## config.mk

```make
export PLATFORM = sky130hd
export DESIGN_NAME = mem_port_arbiter
export DESIGN_NICKNAME = d
export VERILOG_FILES = /design/src/rtl/mem_port_arbiter.sv
export SDC_FILE = /design/constraint.sdc
export NUM_CORES = 1
export LEC_CHECK = 0
export CAP_MARGIN = 40
export CORE_MARGIN = 2
export CORE_UTILIZATION = 30
export CTS_BUF_LIST = sky130_fd_sc_hd__clkbuf_16
export DETAILED_ROUTE_END_ITERATION = 16
export DONT_BUFFER_PORTS = 1
export PLACE_DENSITY = 0.54
export SLEW_MARGIN = 5
export SYNTH_ARGS = -nofsm -noshare
export SYNTH_HDL_FRONTEND = slang
export SYNTH_SLANG_ARGS = --single-unit
```

## constraint.sdc

```tcl
create_clock -name aclk -period 2.1 [get_ports aclk]
set_clock_uncertainty 0.1 [all_clocks]
set_input_delay 0 -clock aclk [delete_from_list [all_inputs] [get_ports aclk]]
set_output_delay 0 -clock aclk [all_outputs]
set_load 0.01 [all_outputs]
```

## src/rtl/mem_port_arbiter.sv

```systemverilog
// Round-robin owner of one addr_ok/data_ok memory port shared by NUM_REQ requesters.
// Registered select drives the external bus mux; handshakes are routed back to the owner.
module mem_port_arbiter #(
    parameter int NUM_REQ = 4,
    parameter int SEL_W   = 2,
    parameter int TIMEOUT = 256,
    parameter int CNT_W   = 8
) (
    input  logic               aclk,
    input  logic               aresetn,
    input  logic [NUM_REQ-1:0] req,
    output logic [SEL_W-1:0]   sel,
    output logic               bus_req,
    input  logic               bus_addr_ok,
    input  logic               bus_data_ok,
    output logic [NUM_REQ-1:0] gnt_addr_ok,
    output logic [NUM_REQ-1:0] gnt_data_ok,
    output logic               busy,
    output logic               timeout_err
);

    typedef enum logic [1:0] {IDLE, ADDR, DATA} state_t;

    state_t             state;
    logic [SEL_W-1:0]   ptr;
    logic [SEL_W-1:0]   win;
    logic [SEL_W-1:0]   ptr_nxt;
    logic [CNT_W-1:0]   cnt;
    logic [NUM_REQ-1:0] sel_oh;
    logic               any_req;
    logic               req_sel;
    logic               cnt_last;

    // First set request bit at or after ptr, wrapping modulo NUM_REQ.
    always_comb begin
        int j;
        win     = ptr;
        any_req = 1'b0;
        j       = 0;
        for (int i = 0; i < NUM_REQ; i++) begin
            j = int'(ptr) + i;
            if (j >= NUM_REQ) j = j - NUM_REQ;
            if (!any_req && req[j]) begin
                any_req = 1'b1;
                win     = SEL_W'(j);
            end
        end
    end

    always_comb begin
        sel_oh = '0;
        for (int i = 0; i < NUM_REQ; i++)
            sel_oh[i] = (sel == SEL_W'(i));
    end

    assign req_sel  = |(req & sel_oh);
    assign ptr_nxt  = (sel == SEL_W'(NUM_REQ - 1)) ? '0 : sel + SEL_W'(1);
    assign cnt_last = (cnt == CNT_W'(TIMEOUT - 1));

    assign busy        = (state != IDLE);
    assign bus_req     = (state == ADDR);
    assign gnt_addr_ok = (state == ADDR && bus_addr_ok) ? sel_oh : '0;
    assign gnt_data_ok = (state == DATA && bus_data_ok) ? sel_oh : '0;

    always_ff @(posedge aclk or negedge aresetn) begin
        if (!aresetn) begin
            state       <= IDLE;
            sel         <= '0;
            ptr         <= '0;
            cnt         <= '0;
            timeout_err <= 1'b0;
        end else begin
            timeout_err <= 1'b0;
            unique case (state)
                IDLE: begin
                    if (bus_data_ok) timeout_err <= 1'b1;
                    if (any_req) begin
                        sel   <= win;
                        state <= ADDR;
                    end
                end
                ADDR: begin
                    if (bus_data_ok) timeout_err <= 1'b1;
                    if (bus_addr_ok) begin
                        state <= DATA;
                        cnt   <= '0;
                    end else if (!req_sel) begin
                        state <= IDLE;
                    end
                end
                DATA: begin
                    if (bus_data_ok) begin
                        ptr   <= ptr_nxt;
                        state <= IDLE;
                    end else if (cnt_last) begin
                        timeout_err <= 1'b1;
                        ptr         <= ptr_nxt;
                        state       <= IDLE;
                    end else begin
                        cnt <= cnt + CNT_W'(1);
                    end
                end
                default: state <= IDLE;
            endcase
        end
    end

endmodule

```

==> flow_summary.yaml, run 1 <==
synthesis:
  netlist_area_sq_um: 943.4
  synth_ff_type: "dfrtp_1"
  yosysTopAreaCellShare_pct: 39.79
  synth_cells: 103
  ys_seq_area_share_pct: 39.79
  synth_seq_cells: 15
  synth_top_cell_by_area: "dfrtp_1"
  synth.distinct_cells: 33
  synth-edff-count: 0
  synth_async_sr_flop_share_pct: 100.0
  yosysWarnings: 0
  synth_area_leaders: "dfrtp_1, and3_1, ha_1, inv_1, nand2_1"
  synth.net_count: 116
  syn_avg_cell_area_sq_um: 9.159
drt:
  finalWirelength_um: 2145
  vias: 843
  routedWlPerCell_um: 13.49
  wl_met1_um: 1020
  ant_nets: 0
  highest_layer: "met4"
  routed-wl-met2_um: 1002
  drt_first_iter_violations: 38
  via_per_inst: 5.302
  drc: 0
  met3_wirelength_um: 111
  first_pass_iters: 5
clock_network:
  cts.sinks: 15
  clk_path_buf_depth: 2
  cts_setup_buffers: 0
  cts_tree: "built"
  cts_resized: 0
  insertion_delay_ps: 250
  root_buffer: "clkbuf_16"
  htreeDepth: 1
  cts_buffers: 3
  hold_buffers: 9
  clk_pin_slew_ps: 50
sta:
  hold_viol: 0
  setup_viol: 0
  max_freq_mhz: 560.9
  maxSlewViolCount: 0
  finalCritPeriodShare_pct: 84.90
  finalCriticalPeriod_ps: 1783
  holdWs_ps: 5.550
  max-slew-margin-rel_pct: 53.68
  fin_setup_tns_ps: 0
  rsz0062_at_grt: "no"
  worst_pin_slew_ps: 692.5
finish:
  seq_area_sq_um: 375.4
  syn2layout_area_growth_pct: 23.48
  layout.nets: 129
  diodes: 0
  fillers: 299
  layout-drive-gt1-share_pct: 6.957
  multi_input_area_sq_um: 530.5
  fin_area_sq_um: 1165
power:
  power.leakage_nw: 0.5325
  ir_worst_vdd_uv: 296.5
  power_density_nw_per_um2: 1157
hold_path:
  hold_depth: 2
  worstHoldStart: "req[0]"
  hp-class: "in2reg"
setup_path:
  critical_path_class: "reg2reg"
  startpoint: "state[1]"
  cp.required_ps: 2120
  r2r-start: "state[1]"
  start_kind: "flop"
  r2r_cells: 5
  cp_max_fo: 7
  end_kind: "flop"
  arrival_ps: 1810
global_routing:
  grt-ovfl-total: 0
  antenna_found_initial: 0
  grt_pass1_vias: 794
  grt_max_degree: 16
  grt_pass1_wl_um: 3581
  track_usage_pct: 13.25
floorplan:
  die_h_um: 60.08
  ios: 21
  die_x_um: 60.08
  fp-row-count: 20
  design.die.area_sq_um: 3609
  core_region_area_sq_um: 3028
  start_util_pct: 31.16
status:
  status: "finished clean"
placed_design:
  dpl_cell_area_sq_um: 994.7
  io_buffers: 0
  detailed_place_hpwl_um: 1544
  gp_congestion: 0.7314
run:
  drv_cap: 0
-- worst paths after layout --
| path | end | slack [ps] |
|---|---|---|
| setup / recovery | sel[1] | 320 |
| hold / removal | state[0] | 6 |
| setup reg to reg | sel[1] | 320 |
| hold reg to reg | cnt[5] | 410 |
| max in group asynchronous | ptr[0] | 1320 |
| min in group asynchronous | cnt[4] | 140 |
-- registers in the layout (all words and copies together) (netlist names) --
name	cells
ptr	2
state	2
cnt	8
sel	2
timeout_err	1
-- routing by layer --
metal  vias to the layer above  GRT usage, %
met5                         -             0
li1                        409             -
met4                         0         5.714
met1                       408         19.52
met3                         2         3.247
met2                        24         18.17
-- final cells by class --
| class | count | area share, % |
|---|---|---|
| Timing Repair Buffer | 9 | 7.734 |
| Clock inverter | 1 | 0.4296 |
| Multi-Input combinational cell | 78 | 45.54 |
| Tap cell | 44 | 4.726 |
| Clock buffer | 3 | 6.445 |
| Sequential cell | 15 | 32.22 |
| Inverter | 9 | 2.900 |
-- worst max-delay path, cell delays in order (launching register included) --
cell           delay, ps
dfrtp_1              450
nor2_1               230
o41ai_1              130
dlygate4sd3_1        610
nand2_1               80
o31ai_1               70
-- kinds of logic (layout without fill, tap and decap cells) --
family	count (synthesis)	after routing	synth area share (%)
simple gates	42	42	25.86
buf+inv	10	22	3.978
flops	15	15	39.79
compound gates	27	27	19.23
mux	4	4	4.509
fa+ha+maj	5	5	6.631
-- through the flow --
stage               cells  utilization (%)  setup WS, ps  total power, W
CTS                   159            38.47         339.1        0.001357
global placement      146            32.85         519.7       0.0009041
detailed placement    146            32.85         441.0       0.0009192
finish                159            38.47         317.0        0.001348
global route          159            38.47         234.1        0.001442
floorplan             103                -         576.4       0.0008047
-- power breakdown --
group / switching, W / internal, W / leakage [nW]
combinational: 0.000254 / 0.000223 / 0.296
clock: 0.000117 / 0.000254 / 0.0409
sequential: 0.000130 / 0.000370 / 0.196
-- cell usage after synthesis, drive strengths merged, types with 2 or more instances --
master / count
dfrtp: 15
and3: 12
inv: 9
nand2: 8
o21ai: 7
ha: 5
nor2: 5
a21oi: 4
nand3: 4
nor3: 3
o31ai: 3
o41ai: 3
a221oi: 2
mux2: 2
mux2i: 2
nand2b: 2
nand4: 2
o21a: 2
-- cell usage in the layout (no fill, tap or decap), drive strengths merged, types with 4 or more instances in the layout --
cell type,netlist,final
dfrtp,15,15
nand3,4,4
nor2,5,5
ha,5,5
dlygate4sd3,0,9
inv,9,9
a21oi,4,4
nand2,8,8
and3,12,12
o21ai,7,7
Power figures use the tool's default switching activity.
==> run 2: changes to the inputs <==
--- a/config.mk
+++ b/config.mk
@@ -5,13 +5,14 @@
 export SDC_FILE = /design/constraint.sdc
 export NUM_CORES = 1
 export LEC_CHECK = 0
+export ABC_AREA = 1
 export CAP_MARGIN = 40
 export CORE_MARGIN = 2
 export CORE_UTILIZATION = 30
 export CTS_BUF_LIST = sky130_fd_sc_hd__clkbuf_16
 export DETAILED_ROUTE_END_ITERATION = 16
 export DONT_BUFFER_PORTS = 1
-export PLACE_DENSITY = 0.54
+export PLACE_DENSITY = 0.55
 export SLEW_MARGIN = 5
 export SYNTH_ARGS = -nofsm -noshare
 export SYNTH_HDL_FRONTEND = slang
==> constraint.sdc (replaced) <==
create_clock -name aclk -period 1.5 [get_ports aclk]
set_clock_uncertainty 0.1 [all_clocks]
set_input_delay 0 -clock aclk [delete_from_list [all_inputs] [get_ports aclk]]
set_output_delay 0 -clock aclk [all_outputs]
set_load 0.01 [all_outputs]
==> run 2 against run 1 <==
Net effect: the run now ends with negative hold slack, negative setup slack left; total power rose by 130%; sequential cell count did not move; register-to-register slack got worse by 380 ps; critical path type unchanged; design area rose by 45%; combinational power rose to 4.1 times the previous value; non-clock buffer count rose by 20; die area rose by 21%.
==> flow_summary.yaml, run 2 <==
setup_path:
  cpMaxStageDelayCell: "dfrtp_1"
  r2r_slack_ps: -60
  r2r-start: "ptr[0]"
  start_kind: "flop"
  r2r_cells: 11
  cp.required_ps: 1550
  arrival_ps: 1610
  critical_path_class: "reg2reg"
  r2r_end: "sel[1]"
  end_kind: "flop"
  crit_chain: "buf_6 -> buf_6 -> nand2_4 -> nand3_2 -> nand2_2 -> nor2_4 -> nand3_2 -> nand2_4 -> nor2_2 -> nand2_1 -> nand2_1"
  cp_max_fo: 7
  critPathMaxStageDelay_ps: 410
global_routing:
  grt_pass1_vias: 1202
  grt_pass1_wl_um: 5361
  antenna_found_initial: 0
  grt-ovfl-total: 0
  track_usage_pct: 16.17
  grt_max_degree: 16
synthesis:
  yosysTopAreaCellShare_pct: 32.40
  synth_xor_area_share_pct: 1.512
  synth_top_family_by_area: "simple AND/OR/NAND/NOR gates"
  yosys.area_share.simple_pct: 42.55
  synth_fa_ha_area_share_pct: 5.400
  synth.most_common_cell: "nand2_1"
  ys_seq_area_share_pct: 32.40
  synth_area_leaders: "dfrtp_1, nand2_1, inv_1, nand3_1, nor2_1"
  synthTopCellsByCount: "nand2_1, inv_1, nor2_1"
  synth_top_cell_by_area: "dfrtp_1"
  synth_compound_area_share_pct: 8.423
  muxShareOfSynthArea_pct: 0
  synth_ff_type: "dfrtp_1"
  syn_avg_cell_area_sq_um: 6.437
  synth_cells: 180
  netlist_area_sq_um: 1159
  synth_seq_cells: 15
  synth.net_count: 193
  synth.distinct_cells: 22
  synth-edff-count: 0
  synth_async_sr_flop_share_pct: 100.0
  yosysWarnings: 0
clock_network:
  cts_buffers: 3
  clk_pin_slew_ps: 50
  cts_tree: "built"
  insertion_delay_ps: 250
  cts.sinks: 15
  root_buffer: "clkbuf_16"
  clk_path_buf_depth: 2
  htreeDepth: 1
sta:
  holdWs_ps: -6.580
  layout_setup_ws_ps: -59.49
  rsz0062_at_grt: "yes"
  max-slew-margin-rel_pct: 52.68
  fin_setup_tns_ps: -117.9
  finalCritPeriodShare_pct: 104.0
  finalCriticalPeriod_ps: 1559
  max_freq_mhz: 641.2
  worst_pin_slew_ps: 707.4
  maxSlewViolCount: 0
  hold_viol: 1
  setup_viol: 4
finish:
  layout.nets: 225
  layout-drive-gt1-share_pct: 35.55
  syn2layout_area_growth_pct: 45.57
  layout_commonest_cell: "nand2_1"
  fillers: 405
  largest_reg_flops: 8
  top_register: "cnt"
  final_cell_mix: "nand2_1, buf_4, inv_1"
  diodes: 0
power:
  power.leakage_nw: 0.8347
  p_total_w: 0.003102
  power_density_nw_per_um2: 1839
  ir_worst_vdd_uv: 820.9
placed_design:
  io_buffers: 0
  detailed_place_hpwl_um: 2389
  gp_congestion: 0.8180
floorplan:
  die_h_um: 66.15
  design.die.area_sq_um: 4375
  ios: 21
  start_util_pct: 31.41
  core_region_area_sq_um: 3689
  die_x_um: 66.15
  fp-row-count: 22
drt:
  first_pass_iters: 4
  ant_nets: 0
  routedWlPerCell_um: 12.84
  vias: 1209
  via_per_inst: 4.668
  drc: 0
  drt_first_iter_violations: 38
  finalWirelength_um: 3325
hold_path:
  holdPathEnd: "state[0]"
  hold_depth: 4
  hp-class: "in2reg"
  worstHoldStart: "req[2]"
run:
  drv_cap: 0
status:
  violations: "negative hold slack, negative setup slack"
  status: "finished with violations"
-- run 2: changes by cell type after synthesis, sizes merged, moves of 3 or more --
cell   before  now
o41ai       3    0
nor2        5   21
inv         9   25
and3       12    0
nand3       4   19
nor3        3    0
nand2       8   72
-- run 2: worst max-delay path, delay by kind of cell, from the launching register on --
kind                   cells  cell delay [ps]
buffers and inverters      2              270
DFF                        1              410
and+or+nand+nor            9              680
-- run 2: kinds of logic (layout without fill, tap and decap cells) --
logic type,Yosys count,after routing
compound gates,17,17
flops,15,15
buf+inv,27,58
xor+xnor,2,2
fa+ha+maj,5,5
simple gates,114,114
-- run 2: cell type report --
type / instances / area [sq um] / share of cell area [%]
clock buffers: 3 / 75.07 / 4.451
clock inverters: 1 / 3.754 / 0.2226
inverters: 25 / 105.1 / 6.231
multi-input cells: 138 / 825.8 / 48.96
flip-flops and latches: 15 / 376.6 / 22.33
well taps: 48 / 60.06 / 3.561
repair buffers: 29 / 240.2 / 14.24
-- run 2: how the worst max path moves through the flow --
stage,startpoint,to
2_1_floorplan,cnt[0],cnt[3]
3_3_place_gp,ptr[1],sel[1]
3_5_place_dp,ptr[1],sel[1]
4_1_cts,ptr[0],sel[1]
5_1_grt,ptr[0],sel[1]
6_report,ptr[0],sel[1]
-- run 2: through the flow --
| stage | util, % | setup slack [ps] | cell area, sq um | std cells |
|---|---|---|---|---|
| 2_1_floorplan | - | 5.541 | 1159 | 180 |
| 3_3_place_gp | 37.21 | -72.07 | 1373 | 249 |
| 3_5_place_dp | 37.21 | -126.9 | 1373 | 249 |
| 4_1_cts | 41.52 | -51.53 | 1531 | 257 |
| 5_1_grt | 45.73 | -185.6 | 1687 | 259 |
| 6_report | 45.73 | -59.49 | 1687 | 259 |
-- run 2: routing by layer --
| metal | track usage, % | vias to the layer above | wire [um] |
|---|---|---|---|
| li1 | - | 632 | - |
| met1 | 17.88 | 552 | 1366 |
| met2 | 29.25 | 20 | 1726 |
| met3 | 3.407 | 5 | 172 |
| met4 | 7.398 | 0 | 59 |
| met5 | 0 | - | 0 |
-- run 2: power by group --
group          leakage (nW)  internal [W]  switching, W
Sequential            0.195      0.000513      0.000124
Clock                0.0423      0.000354      0.000172
Combinational         0.598      0.000768       0.00117
-- run 2: repair_timing --
item	CTS	global route
buffers inserted	1	2
pin swaps	4	10
hold buffers	3	0
endpoints found under the hold margin	21	0
setup endpoints to repair	10	19
gates resized for setup	15	43
==> run 3: changes to the inputs <==
--- a/config.mk
+++ b/config.mk
@@ -13,6 +13,7 @@
 export DETAILED_ROUTE_END_ITERATION = 16
 export DONT_BUFFER_PORTS = 1
 export PLACE_DENSITY = 0.55
+export REMOVE_ABC_BUFFERS = 1
 export SLEW_MARGIN = 5
 export SYNTH_ARGS = -nofsm -noshare
 export SYNTH_HDL_FRONTEND = slang
==> run 3 against run 2 <==
Net effect: the run ends with negative setup slack left; die area stayed put; critical path depth stayed put; sequential power hardly changed; sequential share of layout area is 1.1 points lower; via count is 3.1% higher; global-route usage is 1.2 points lower; maximum frequency is 1.9% lower; total power is 5.7% higher; non-clock buffer count is 6 higher; final cell count is 2.7% higher; critical path type unchanged; largest cell class unchanged; highest routed layer unchanged.
==> flow_summary.yaml, run 3 (synthesis gave the netlist of run 2 again) <==
finish:
  layout.nets: 232
  layout_commonest_cell: "nand2_1"
  largest_reg_flops: 8
  diodes: 0
  syn2layout_area_growth_pct: 53.24
  finalNonFillerCells: 266
  layout-drive-gt1-share_pct: 40.37
  top_register: "cnt"
  final_cell_mix: "nand2_1, buf_4, inv_1"
setup_path:
  cp.required_ps: 1530
  arrival_ps: 1620
  critical_path_class: "reg2reg"
  cpMaxStageDelayCell: "dfrtp_2"
  critPathMaxStageDelay_ps: 470
  end_kind: "flop"
  cp_max_fo: 8
  cp_common_cell: "nand2_1"
  start_kind: "flop"
  crit_chain: "buf_6 -> nand2_2 -> nand2_2 -> nand2_2 -> nand2_4 -> nor2_4 -> nand3_1 -> nand2_1 -> nand2_1 -> nand2_1 -> nand2_1"
  r2r_cells: 11
floorplan:
  core_region_area_sq_um: 3689
  fp-row-count: 22
  design.die.area_sq_um: 4375
  start_util_pct: 31.41
  ios: 21
  die_h_um: 66.15
  die_x_um: 66.15
clock_network:
  insertion_delay_ps: 240
  cts_tree: "built"
  htreeDepth: 1
  cts.sinks: 15
  cts_buffers: 3
  clk_pin_slew_ps: 40
  root_buffer: "clkbuf_16"
  clk_path_buf_depth: 2
power:
  power_density_nw_per_um2: 1847
  power_frac_seq_pct: 19.3
  p_int_w: 0.001748
  switching_share_pct: 46.70
  clockPowerShare_pct: 15.4
  ir_worst_vdd_uv: 934.9
  p_comb_share_pct: 65.3
  switchingPower_w: 0.001532
  power.leakage_nw: 0.9095
sta:
  worst_pin_slew_ps: 658.6
  finalCriticalPeriod_ps: 1590
  layout_setup_ws_ps: -89.74
  hold_viol: 0
  max_freq_mhz: 629.0
  finalCritPeriodShare_pct: 106.0
  max-slew-margin-rel_pct: 55.95
  holdWs_ps: 12.30
  rsz0062_at_grt: "yes"
  setup_viol: 5
  maxSlewViolCount: 0
hold_path:
  hp-class: "in2reg"
  hold_depth: 4
global_routing:
  grt-ovfl-total: 0
  track_usage_pct: 14.94
  antenna_found_initial: 0
  grt_pass1_vias: 1151
  grt_max_degree: 16
  grt_pass1_wl_um: 5050
drt:
  routedWlPerCell_um: 12.26
  via_per_inst: 4.684
  finalWirelength_um: 3260
  vias: 1246
  drc: 0
  first_pass_iters: 4
  drt_first_iter_violations: 33
  ant_nets: 0
status:
  violations: "negative setup slack"
  status: "finished with violations"
placed_design:
  dp_worst_setup_slack_ps: -79.52
  io_buffers: 0
  dp_cells: 251
  gp_congestion: 0.7769
  detailed_place_hpwl_um: 2235
run:
  drv_cap: 0
## run 3: cell types whose count changed in the layout (fill, tap and decap cells not counted), sizes merged
| cell | change |
|---|---|
| inv | -1 |
| clkinv | +2 |
| buf | +5 |
| dlygate4sd3 | +1 |
## run 3: worst paths after layout
kind / endpoint / slack, ps / start
max in group asynchronous: ptr[0] / 700 / aresetn
max reg2reg: sel[0] / -90 / ptr[0]
min: state[0] / 10 / req[1]
min reg2reg: cnt[7] / 460 / cnt[7]
max: sel[0] / -90 / ptr[0]
min in group asynchronous: cnt[4] / 130 / aresetn
## run 3: repair_timing
| action | CTS | global route |
|---|---|---|
| hold endpoints to repair | 22 | 0 |
| endpoints found under the setup margin | 12 | 17 |
| gates resized for setup | 19 | 49 |
| pin swaps | 11 | 20 |
| cloned | 0 | 1 |
| setup buffers | 4 | 2 |
| hold buffers | 4 | 0 |
## run 3: worst max-delay path, delay by kind of cell (launching register included)
family | cells | cell delay [ps]
simple gates | 10 | 750
flops | 1 | 470
buf+inv | 1 | 170
## run 3: power by group through the flow
| stage | Clock, W | Sequential [W] | Combinational (W) |
|---|---|---|---|
| after floorplan | 0 | 0.000644 | 0.000980 |
| after CTS | 0.000523 | 0.000618 | 0.00179 |
| final | 0.000504 | 0.000633 | 0.00214 |
| after global routing | 0.000534 | 0.000645 | 0.00239 |
| after detailed placement | 0 | 0.000611 | 0.00158 |
| after global placement | 0 | 0.000615 | 0.00160 |
## run 3: final cells by class
| class | instances | area, sq um |
|---|---|---|
| fill | 375 | 1913 |
| multi-input combinational | 138 | 854.6 |
| sequential | 15 | 376.6 |
| timing repair buffer | 35 | 295.3 |
| inverter | 25 | 105.1 |
| clock buffer | 3 | 75.07 |
| tap | 48 | 60.06 |
| timing repair inverter | 1 | 5.005 |
| clock inverter | 1 | 3.754 |
## run 3: metrics by stage
| stage | total power (W) | util [%] | area (sq um) | TNS, ps |
|---|---|---|---|---|
| finish | 0.003280 | 48.13 | 1775 | -224.5 |
| CTS | 0.002935 | 43.32 | 1598 | -132.3 |
| detailed placement | 0.002195 | 37.62 | 1388 | -292.8 |
| global placement | 0.002213 | 37.62 | 1388 | -202.3 |
| floorplan | 0.001624 | - | 1140 | -199.5 |
| global route | 0.003567 | 48.13 | 1775 | -1056 |
## run 3: layer usage
layer,global-route usage (%),wire length [um],vias to the layer above
li1,-,-,647
met2,24.38,1637,14
met3,2.385,60,4
met5,0,0,-
met4,5.102,24,0
met1,19.96,1538,581
